[src/rtl/uart_number_rx_if.sv]
`default_nettype none
// ============================================================================
// Module      : uart_number_rx_if
// Description : Signal bundle between the serial number receiver and its
//               environment. The slave side is the receiver (takes rx,
//               drives results); the master side feeds rx and observes them.
// Revision    : 1.0 - initial release
// ============================================================================
interface uart_number_rx_if #(
    parameter int NUM_COLUMNS = 32
);
    logic                   rx;
    logic [7:0]             byte_data;
    logic                   byte_valid;
    logic [NUM_COLUMNS-1:0] word_data;
    logic                   word_valid;
    logic                   frame_err;
    logic                   format_err;
    logic                   busy;

    modport master (
        output rx,
        input  byte_data,
        input  byte_valid,
        input  word_data,
        input  word_valid,
        input  frame_err,
        input  format_err,
        input  busy
    );

    modport slave (
        input  rx,
        output byte_data,
        output byte_valid,
        output word_data,
        output word_valid,
        output frame_err,
        output format_err,
        output busy
    );
endinterface
`default_nettype wire

[src/rtl/uart_number_rx.sv]
`default_nettype none
// ============================================================================
// Module      : uart_number_rx
// Description : 8N1 UART receiver that turns lines of ASCII '0'/'1' digits
//               terminated by '\n' into NUM_COLUMNS-bit words. Bytes with a
//               bad stop bit raise frame_err; malformed lines raise
//               format_err. '\r' is ignored so CRLF lines are accepted.
// Revision    : 1.0 - initial release
// ============================================================================
module uart_number_rx #(
    parameter int CLKS_PER_BIT = 4000,
    parameter int NUM_COLUMNS  = 32
) (
    input  wire logic          clk,
    input  wire logic          rst_n,
    uart_number_rx_if.slave    bus
);

    // ------------------------------------------------------------------------
    // Constants
    // ------------------------------------------------------------------------
    localparam int c_timer_w = $clog2(CLKS_PER_BIT);
    localparam int c_cnt_w   = $clog2(NUM_COLUMNS + 1);

    localparam logic [c_timer_w-1:0] c_timer_one = c_timer_w'(1);
    localparam logic [c_timer_w-1:0] c_half_last = c_timer_w'(CLKS_PER_BIT / 2 - 1);
    localparam logic [c_timer_w-1:0] c_bit_last  = c_timer_w'(CLKS_PER_BIT - 1);

    localparam logic [c_cnt_w-1:0]   c_cnt_one   = c_cnt_w'(1);
    localparam logic [c_cnt_w-1:0]   c_cnt_full  = c_cnt_w'(NUM_COLUMNS);

    localparam logic [7:0] c_chr_lf = 8'h0A;
    localparam logic [7:0] c_chr_cr = 8'h0D;

    // Receive FSM encoding
    localparam logic [2:0] c_st_idle  = 3'd0;
    localparam logic [2:0] c_st_start = 3'd1;
    localparam logic [2:0] c_st_data  = 3'd2;
    localparam logic [2:0] c_st_stop  = 3'd3;
    localparam logic [2:0] c_st_break = 3'd4;

    // ------------------------------------------------------------------------
    // Declarations
    // ------------------------------------------------------------------------
    logic                   r_rx_meta;
    logic                   r_rxs;

    logic [2:0]             r_state;
    logic [c_timer_w-1:0]   r_timer;
    logic [2:0]             r_bit_idx;
    logic [7:0]             r_shift;
    logic [7:0]             r_byte_data;
    logic                   r_byte_valid;
    logic                   r_frame_err;

    logic [c_cnt_w-1:0]     r_count;
    logic                   r_drop;
    logic [NUM_COLUMNS-1:0] r_line_shift;
    logic [NUM_COLUMNS-1:0] r_word_data;
    logic                   r_word_valid;
    logic                   r_format_err;

    logic                   w_is_digit;
    logic                   w_is_lf;
    logic                   w_is_cr;
    logic                   w_line_full;

    // ------------------------------------------------------------------------
    // Input conditioning
    // ------------------------------------------------------------------------

    // Two-flop synchroniser; presets to the idle (high) line level.
    always_ff @(posedge clk or negedge rst_n) begin
        if (!rst_n) begin
            r_rx_meta <= 1'b1;
            r_rxs     <= 1'b1;
        end else begin
            r_rx_meta <= bus.rx;
            r_rxs     <= r_rx_meta;
        end
    end

    // ------------------------------------------------------------------------
    // Byte receiver
    // ------------------------------------------------------------------------

    // Frame FSM: half-bit wait to find mid-start, then one full bit per sample.
    // The stop bit is sampled mid-bit so IDLE is back in time for a start
    // edge that follows a single stop bit.
    always_ff @(posedge clk or negedge rst_n) begin
        if (!rst_n) begin
            r_state      <= c_st_idle;
            r_timer      <= '0;
            r_bit_idx    <= '0;
            r_shift      <= '0;
            r_byte_data  <= '0;
            r_byte_valid <= 1'b0;
            r_frame_err  <= 1'b0;
        end else begin
            r_byte_valid <= 1'b0;
            r_frame_err  <= 1'b0;
            case (r_state)
                c_st_idle: begin
                    r_timer <= '0;
                    if (!r_rxs) begin
                        r_state <= c_st_start;
                    end
                end
                c_st_start: begin
                    if (r_timer == c_half_last) begin
                        r_timer <= '0;
                        if (!r_rxs) begin
                            r_state   <= c_st_data;
                            r_bit_idx <= '0;
                        end else begin
                            // Line went back high before mid-start: a glitch.
                            r_state <= c_st_idle;
                        end
                    end else begin
                        r_timer <= r_timer + c_timer_one;
                    end
                end
                c_st_data: begin
                    if (r_timer == c_bit_last) begin
                        r_timer <= '0;
                        r_shift <= {r_rxs, r_shift[7:1]};
                        if (r_bit_idx == 3'd7) begin
                            r_state <= c_st_stop;
                        end else begin
                            r_bit_idx <= r_bit_idx + 3'd1;
                        end
                    end else begin
                        r_timer <= r_timer + c_timer_one;
                    end
                end
                c_st_stop: begin
                    if (r_timer == c_bit_last) begin
                        r_timer <= '0;
                        if (r_rxs) begin
                            r_byte_data  <= r_shift;
                            r_byte_valid <= 1'b1;
                            r_state      <= c_st_idle;
                        end else begin
                            // Bad stop bit: drop the byte and wait out the low line.
                            r_frame_err <= 1'b1;
                            r_state     <= c_st_break;
                        end
                    end else begin
                        r_timer <= r_timer + c_timer_one;
                    end
                end
                c_st_break: begin
                    r_timer <= '0;
                    if (r_rxs) begin
                        r_state <= c_st_idle;
                    end
                end
                default: begin
                    r_state <= c_st_idle;
                    r_timer <= '0;
                end
            endcase
        end
    end

    // ------------------------------------------------------------------------
    // Line assembler
    // ------------------------------------------------------------------------

    // ASCII '0' is 0x30 and '1' is 0x31, so bit 0 is the digit value.
    assign w_is_digit  = (r_byte_data[7:1] == 7'b0011000);
    assign w_is_lf     = (r_byte_data == c_chr_lf);
    assign w_is_cr     = (r_byte_data == c_chr_cr);
    assign w_line_full = (r_count == c_cnt_full);

    // Collect digits per line; once a line is known bad it is dropped until '\n'
    // so only one format_err is reported per malformed line.
    always_ff @(posedge clk or negedge rst_n) begin
        if (!rst_n) begin
            r_count      <= '0;
            r_drop       <= 1'b0;
            r_line_shift <= '0;
            r_word_data  <= '0;
            r_word_valid <= 1'b0;
            r_format_err <= 1'b0;
        end else begin
            r_word_valid <= 1'b0;
            r_format_err <= 1'b0;
            if (r_byte_valid) begin
                if (w_is_digit) begin
                    if (!r_drop) begin
                        if (w_line_full) begin
                            r_format_err <= 1'b1;
                            r_drop       <= 1'b1;
                        end else begin
                            r_line_shift <= {r_line_shift[NUM_COLUMNS-2:0], r_byte_data[0]};
                            r_count      <= r_count + c_cnt_one;
                        end
                    end
                end else if (w_is_lf) begin
                    if (!r_drop) begin
                        if (w_line_full) begin
                            r_word_data  <= r_line_shift;
                            r_word_valid <= 1'b1;
                        end else begin
                            r_format_err <= 1'b1;
                        end
                    end
                    r_count <= '0;
                    r_drop  <= 1'b0;
                end else if (w_is_cr) begin
                    // Carriage return carries no information.
                    r_drop <= r_drop;
                end else begin
                    if (!r_drop) begin
                        r_format_err <= 1'b1;
                        r_drop       <= 1'b1;
                    end
                end
            end
        end
    end

    // ------------------------------------------------------------------------
    // Outputs
    // ------------------------------------------------------------------------
    assign bus.byte_data  = r_byte_data;
    assign bus.byte_valid = r_byte_valid;
    assign bus.word_data  = r_word_data;
    assign bus.word_valid = r_word_valid;
    assign bus.frame_err  = r_frame_err;
    assign bus.format_err = r_format_err;
    assign bus.busy       = (r_state != c_st_idle);

endmodule
`default_nettype wire

[src/flat_wrapper.sv]
// flat-port wrapper written by rule: the top's interface ports become plain ports
module uart_number_rx_flat 
#(
    parameter int CLKS_PER_BIT = 4000,
    parameter int NUM_COLUMNS  = 32
)
  (clk, rst_n, bus_rx, bus_byte_data, bus_byte_valid, bus_word_data, bus_word_valid, bus_frame_err, bus_format_err, bus_busy);
  uart_number_rx_if #(.NUM_COLUMNS(NUM_COLUMNS)) bus_i ();
  input  wire logic clk;
  input  wire logic rst_n;
  input wire logic [$bits(bus_i.rx)-1:0] bus_rx;
  output wire logic [$bits(bus_i.byte_data)-1:0] bus_byte_data;
  output wire logic [$bits(bus_i.byte_valid)-1:0] bus_byte_valid;
  output wire logic [$bits(bus_i.word_data)-1:0] bus_word_data;
  output wire logic [$bits(bus_i.word_valid)-1:0] bus_word_valid;
  output wire logic [$bits(bus_i.frame_err)-1:0] bus_frame_err;
  output wire logic [$bits(bus_i.format_err)-1:0] bus_format_err;
  output wire logic [$bits(bus_i.busy)-1:0] bus_busy;
  assign bus_i.rx = bus_rx;
  assign bus_byte_data = bus_i.byte_data;
  assign bus_byte_valid = bus_i.byte_valid;
  assign bus_word_data = bus_i.word_data;
  assign bus_word_valid = bus_i.word_valid;
  assign bus_frame_err = bus_i.frame_err;
  assign bus_format_err = bus_i.format_err;
  assign bus_busy = bus_i.busy;
  uart_number_rx #(.CLKS_PER_BIT(CLKS_PER_BIT), .NUM_COLUMNS(NUM_COLUMNS)) u_core (.clk(clk), .rst_n(rst_n), .bus(bus_i));
endmodule
[config.mk]
export PLATFORM = sky130hd
export DESIGN_NAME = uart_number_rx_flat
export DESIGN_NICKNAME = d
export VERILOG_FILES = /design/src/rtl/uart_number_rx_if.sv /design/src/rtl/uart_number_rx.sv /design/src/flat_wrapper.sv
export SDC_FILE = /design/constraint.sdc
export NUM_CORES = 1
export LEC_CHECK = 0
export CAP_MARGIN = 20
export CORE_UTILIZATION = 50
export CTS_CLUSTER_DIAMETER = 60
export DETAILED_ROUTE_END_ITERATION = 8
export PLACE_DENSITY = 0.77
export RECOVER_POWER = 100
export SYNTH_ARGS = -nofsm -noshare
export SYNTH_HDL_FRONTEND = slang
export SYNTH_SLANG_ARGS = --single-unit
[constraint.sdc]
create_clock -name clk -period 2.5 [get_ports clk]
set_input_delay 0.5 -clock clk [delete_from_list [all_inputs] [get_ports clk]]
set_output_delay 0.5 -clock clk [all_outputs]
set_load 0.03 [all_outputs]
==> impl_metrics.tcl, run 1 <==
set metrics [dict create \
    antenna_cells 0 \
    rsz0062_at_grt "false" \
    outcome "finished, final reports clean" \
    startpoint_type "register" \
    min_period_ps 2300 \
    core_area_mm2 0.00928 \
    netlist_area_mm2 0.00484 \
    layout_common_cells "109 x dfrtp_1, 48 x mux2_2, 45 x dlygate4sd3_1" \
    holdWs_ps 283 \
    utilization_pct 59.4 \
    async_reset_ff_share_pct 100 \
    io_pins 48 \
    fp.dieH_um 100 \
    dr.pass1.iters 4 \
    fin_setup_tns_ps 0 \
    maxUsedRoutingLayer "met4" \
    grt_pass1_vias 2888 \
    cellLeakagePower_uw 0.00280 \
    clockBufferDepth 2 \
    netlist_instances 342 \
    remaining_drc_errors 0 \
    skew_ps 7.92 \
    area_growth_pct 13.9 \
    setup_viol 0 \
    num_rows 35 \
    gp_congestion 0.835 \
    grt_start_max_net_pins 59 \
    synth.top_cell.area_share_pct 56.4 \
    power_density_mw_per_mm2 523 \
    syn_area_per_cell_um2 14.1 \
    grt_pass1_wl_um 13800 \
    die-area_mm2 0.0101 \
    hold_buffers 0 \
    synth.distinct_cells 50 \
    cts_buffers 9 \
    min_path_type "in -> async" \
    track_usage_pct 17.6 \
    synth_warnings 0 \
    vias_per_cell 5.33 \
    cts_tree "built" \
    initial_utilization_pct 52.1 \
    met3WireLength_um 226 \
    cp-end-kind "register" \
    drv_cap 0 \
    drt-total-wl_um 8030 \
    seq_area_frac_synth_pct 57.5 \
    root_buffer "clkbuf_8" \
    synth_top_area_cell "dfrtp_1" \
    final_common_cell "dfrtp_1" \
    finalHoldViolCount 0 \
    wl_met1_um 3730 \
    drv_slew 0 \
    die_w_um 100 \
    grt_overflow 0 \
    cp_max_fo 33 \
    hpwl_um 5610 \
    vias 2820 \
    h-tree-depth 3 \
    max_freq_mhz 436 \
    max-slew-margin-rel_pct 32.7 \
    dr_wl_met2_um 3960 \
    post_drt_wl_per_cell_um 15.2 \
    vdd_drop_max_uv 317 \
    syn_nets 350 \
    r2r-start "u_core.r_count[2]$_DFFE_PN0P_" \
    antenna_found_initial 0 \
    cp.required_ps 2760 \
    drt_iter0_markers 111 \
    synth-main-ff-cell "dfrtp_1" \
    cts.sinks 111 \
    critical_path.startpoint "u_core.r_count[2]$_DFFE_PN0P_" \
    crit_type "reg -> reg" \
    fin_crit_sh_pct 91.8 \
    ant_nets 0 \
    numPortBuffers 47 \
    finalNetCount 403 \
    clk_pin_slew_ps 110 \
    yosys-top-cells-area "dfrtp_1 56%, mux2_2 11%, mux2_4 9.0%" \
    clkLatencyLatePin_ps 370 \
    synth_edf_count 0 \
    worstMarginPinSlew_ps 1010 \
    crit_arrival_ps 2550 \
    layout-drive-gt1-share_pct 21.3 \
    synth.ff_latch_count 111 \
]
## worst max-delay path, cell delays in order (launching register included)
cell and delay (ps):
dfrtp_1 450, nor4b_2 330, nand2_1 140, or4b_2 660, buf_6 230, mux2_1 360
## through the flow
stage	cell area [um2]	cells	worst slack (ps)	total power, uW
after global routing	5510	529	104	3020
final	5510	529	204	2880
after CTS	5640	529	49.3	2930
after detailed placement	5450	513	225	1880
after global placement	5450	513	276	1880
after floorplan	4840	342	248	1840
## final cells by class
cell class / count / area, um2
sequential: 111 / 2780
timing repair buffer: 56 / 534
clock buffer: 9 / 124
fill: 788 / 3770
tap: 129 / 161
inverter: 11 / 41.3
clock inverter: 7 / 70.1
multi-input combinational: 206 / 1800
## what timing repair did
action                                 CTS  global route
setup buffers                            0             0
setup endpoints to repair                0             1
resized for setup                        0             1
endpoints found under the hold margin    0             0
## layer usage
metal	up-vias	track usage [%]
met2	40	28.1
met5	-	0
met3	11	4.18
met4	0	4.79
met1	1425	24.1
li1	1344	-
## final timing paths
check / cells after the start / endpoint / slack, ps
worst min register to register: 0 / u_core.r_rxs$_DFF_PN1_ / 360
worst max register to register: 5 / u_core.bus.word_data[16]$_DFFE_PN0P_ / 200
max in group asynchronous: 2 / u_core.r_shift[7]$_DFFE_PN0P_ / 950
worst min-delay path: 1 / u_core.bus.word_data[3]$_DFFE_PN0P_ / 280
min in group clk: 0 / u_core.r_rxs$_DFF_PN1_ / 360
worst max-delay path: 5 / u_core.bus.word_data[16]$_DFFE_PN0P_ / 200
## Yosys cell counts (2+ instances only)
library cell,instances
nand3_1,7
and2_1,2
nor4_1,5
mux2_2,48
dfrtp_1,109
dfstp_2,2
a21oi_1,5
nor3_1,12
mux2i_1,5
a211o_1,2
buf_12,3
or4b_1,2
nor3b_1,4
nor4b_2,2
a211oi_1,4
nand2b_1,3
mux2_1,3
nor4b_4,2
nand4_1,6
clkbuf_1,9
xor2_1,3
nor4b_1,2
inv_1,10
o21ai_0,3
nor2_1,10
mux2_4,29
nand2_1,14
xnor2_1,7
or2b_1,4
ha_1,5
## power breakdown
group,switching [uW],internal [uW],total (uW)
sequential,1.78,1800,1800
combinational,35.1,6.29,41.4
clock,645,398,1040
total,682,2200,2880
## registers in the layout, summed over array words and instances (netlist names)
signal / cells
u_core.bus.word_data: 32
u_core.r_line_shift: 32
u_core.r_timer: 12
u_core.bus.byte_data: 8
u_core.r_shift: 8
u_core.r_count: 6
u_core.r_bit_idx: 3
u_core.r_state: 3
u_core.bus.byte_valid: 1
u_core.bus.format_err: 1
u_core.bus.frame_err: 1
u_core.bus.word_valid: 1
u_core.r_drop: 1
u_core.r_rx_meta: 1
u_core.r_rxs: 1
## cell families (layout without fill, tap and decap cells)
family / count (synthesis) / count (layout) / share of synthesized area (%)
xor+xnor: 10 / 10 / 1.81
simple gates: 82 / 82 / 10.8
compound gates: 24 / 24 / 3.54
flops: 111 / 111 / 57.5
buf+inv: 25 / 83 / 3.13
mux: 85 / 85 / 21.9
fa+ha+maj: 5 / 5 / 1.29
No activity file was read; power rests on OpenSTA's default activity.
==> inputs of run 2 (changes only) <==
CORE_UTILIZATION = 40   (was 50)
PLACE_DENSITY = 0.65   (was 0.77)
==> impl_metrics.tcl, run 2 (synthesis results as in run 1) <==
set metrics [dict create \
    outcome "finished, violations left" \
    violations "design-rule violations, max-capacitance violations, max-slew violations" \
    numPortBuffers 47 \
    remaining_drc_errors 10 \
    cts_tree "built" \
    grt_start_max_net_pins 50 \
    gp_congestion 0.763 \
    vdd_drop_max_uv 501 \
    power_density_mw_per_mm2 567 \
    wl_met1_um 3980 \
    die_w_um 112 \
    post_drt_wl_per_cell_um 15.1 \
    num_rows 39 \
    hpwl_um 5550 \
    worstMarginPinSlew_ps 1900 \
    crit_arrival_ps 2570 \
    dr.pass1.iters 6 \
    critical_path.startpoint "u_core.r_count[2]$_DFFE_PN0P_" \
    rr_endpoint "u_core.bus.word_data[15]$_DFFE_PN0P_" \
    initial_utilization_pct 41.6 \
    r2r_setup_slack_ps 160 \
    min_path_type "reg -> reg" \
    ant_nets 0 \
    drt_iter0_markers 122 \
    antenna_found_initial 0 \
    met3WireLength_um 379 \
    utilization_pct 48.5 \
    dr_wl_met2_um 3830 \
    max_stage_delay_ps 690 \
    finalNetCount 405 \
    drt-total-wl_um 8250 \
    vias_per_cell 5.20 \
    io_pins 48 \
    antenna_cells 0 \
    crit_type "reg -> reg" \
    h-tree-depth 3 \
    final_common_cell "dfrtp_1" \
    track_usage_pct 14.4 \
    fin_crit_sh_pct 93.7 \
    area_growth_pct 16.4 \
    max-slew-margin-rel_pct -26.5 \
    grt_overflow 0 \
    layout-drive-gt1-share_pct 20.6 \
    grt_pass1_vias 2783 \
    finalHoldViolCount 0 \
    ctsResizeCount 0 \
    cp.required_ps 2730 \
    startpoint_type "register" \
    clk_pin_slew_ps 70 \
    r2r-start "u_core.r_count[2]$_DFFE_PN0P_" \
    rsz0062_at_grt "false" \
    maxUsedRoutingLayer "met4" \
    placed_cell_area_mm2 0.00548 \
    clockBufferDepth 2 \
    r2r_cells 5 \
    drv_cap 1 \
    layout_common_cells "109 x dfrtp_1, 48 x mux2_2, 45 x dlygate4sd3_1" \
    path_cells "nor4b_2 -> nand2_1 -> or4b_2 -> buf_8 -> mux2_1" \
    clkLatencyLatePin_ps 350 \
    grt_pass1_wl_um 14200 \
    hold_buffers 0 \
    vias 2832 \
    cp_slowest_cell "or4b_2" \
    drv_slew 33 \
    cts_buffers 9 \
    cp-end-kind "register" \
    setup_viol 0 \
    post_cts_buffers 0 \
    fin_setup_tns_ps 0 \
    cellLeakagePower_uw 0.00285 \
    max_freq_mhz 427 \
    core_area_mm2 0.0116 \
    cp_max_fo 33 \
    root_buffer "clkbuf_16" \
    skew_ps 8.80 \
    min_period_ps 2340 \
    fp.dieH_um 112 \
    cts.sinks 111 \
    cp-endpoint "u_core.bus.word_data[15]$_DFFE_PN0P_" \
    die-area_mm2 0.0125 \
    design_area_mm2 0.00563 \
]
run 2: layout make-up:
class / count / area, um2
Timing Repair Buffer: 58 / 553
Clock inverter: 6 / 51.3
Inverter: 11 / 41.3
Sequential cell: 111 / 2780
Tap cell: 143 / 179
Multi-Input combinational cell: 206 / 1800
Clock buffer: 10 / 229
Fill cell: 1074 / 5980
run 2: where the power goes:
part           switching, uW  internal, uW  leakage (uW)
registers               1.55          1800       0.00153
clock network            659           693      0.000139
logic                   35.6          6.95       0.00118
total                    696          2500       0.00285
run 2: how the worst min path moves through the flow:
stage | start | end | cells past startpoint
3_3_place_gp | u_core.r_rx_meta$_DFF_PN1_ | u_core.r_rxs$_DFF_PN1_ | 0
6_report | u_core.r_rx_meta$_DFF_PN1_ | u_core.r_rxs$_DFF_PN1_ | 0
2_1_floorplan | rst_n | u_core.bus.byte_data[0]$_DFFE_PN0P_ | 0
5_1_grt | u_core.r_rx_meta$_DFF_PN1_ | u_core.r_rxs$_DFF_PN1_ | 0
4_1_cts | rst_n | u_core.bus.word_data[12]$_DFFE_PN0P_ | 1
3_5_place_dp | u_core.r_rx_meta$_DFF_PN1_ | u_core.r_rxs$_DFF_PN1_ | 0
run 2: critical path, delay by kind of cell (launching register included):
kind | cells | cell delay, ps
buffers and inverters | 1 | 220
flip-flops | 1 | 440
multiplexers | 1 | 350
AND/OR/NAND/NOR | 3 | 1200
run 2: per-stage QoR:
| step | worst slack, ps | total power, uW | instances | hold slack, ps |
|---|---|---|---|---|
| final | 157 | 3190 | 545 | 356 |
| after global routing | 43.2 | 3330 | 545 | 359 |
| after CTS | 153 | 3250 | 545 | 101 |
| after detailed placement | 179 | 1880 | 529 | 348 |
| after global placement | 251 | 1880 | 529 | 346 |
| after floorplan | 248 | 1840 | 342 | 204 |
run 2: routing by layer:
metal | global-route usage [%] | up-vias
li1 | - | 1353
met1 | 19.5 | 1419
met5 | 0 | -
met4 | 3.73 | 0
met2 | 22.2 | 56
met3 | 5.01 | 4
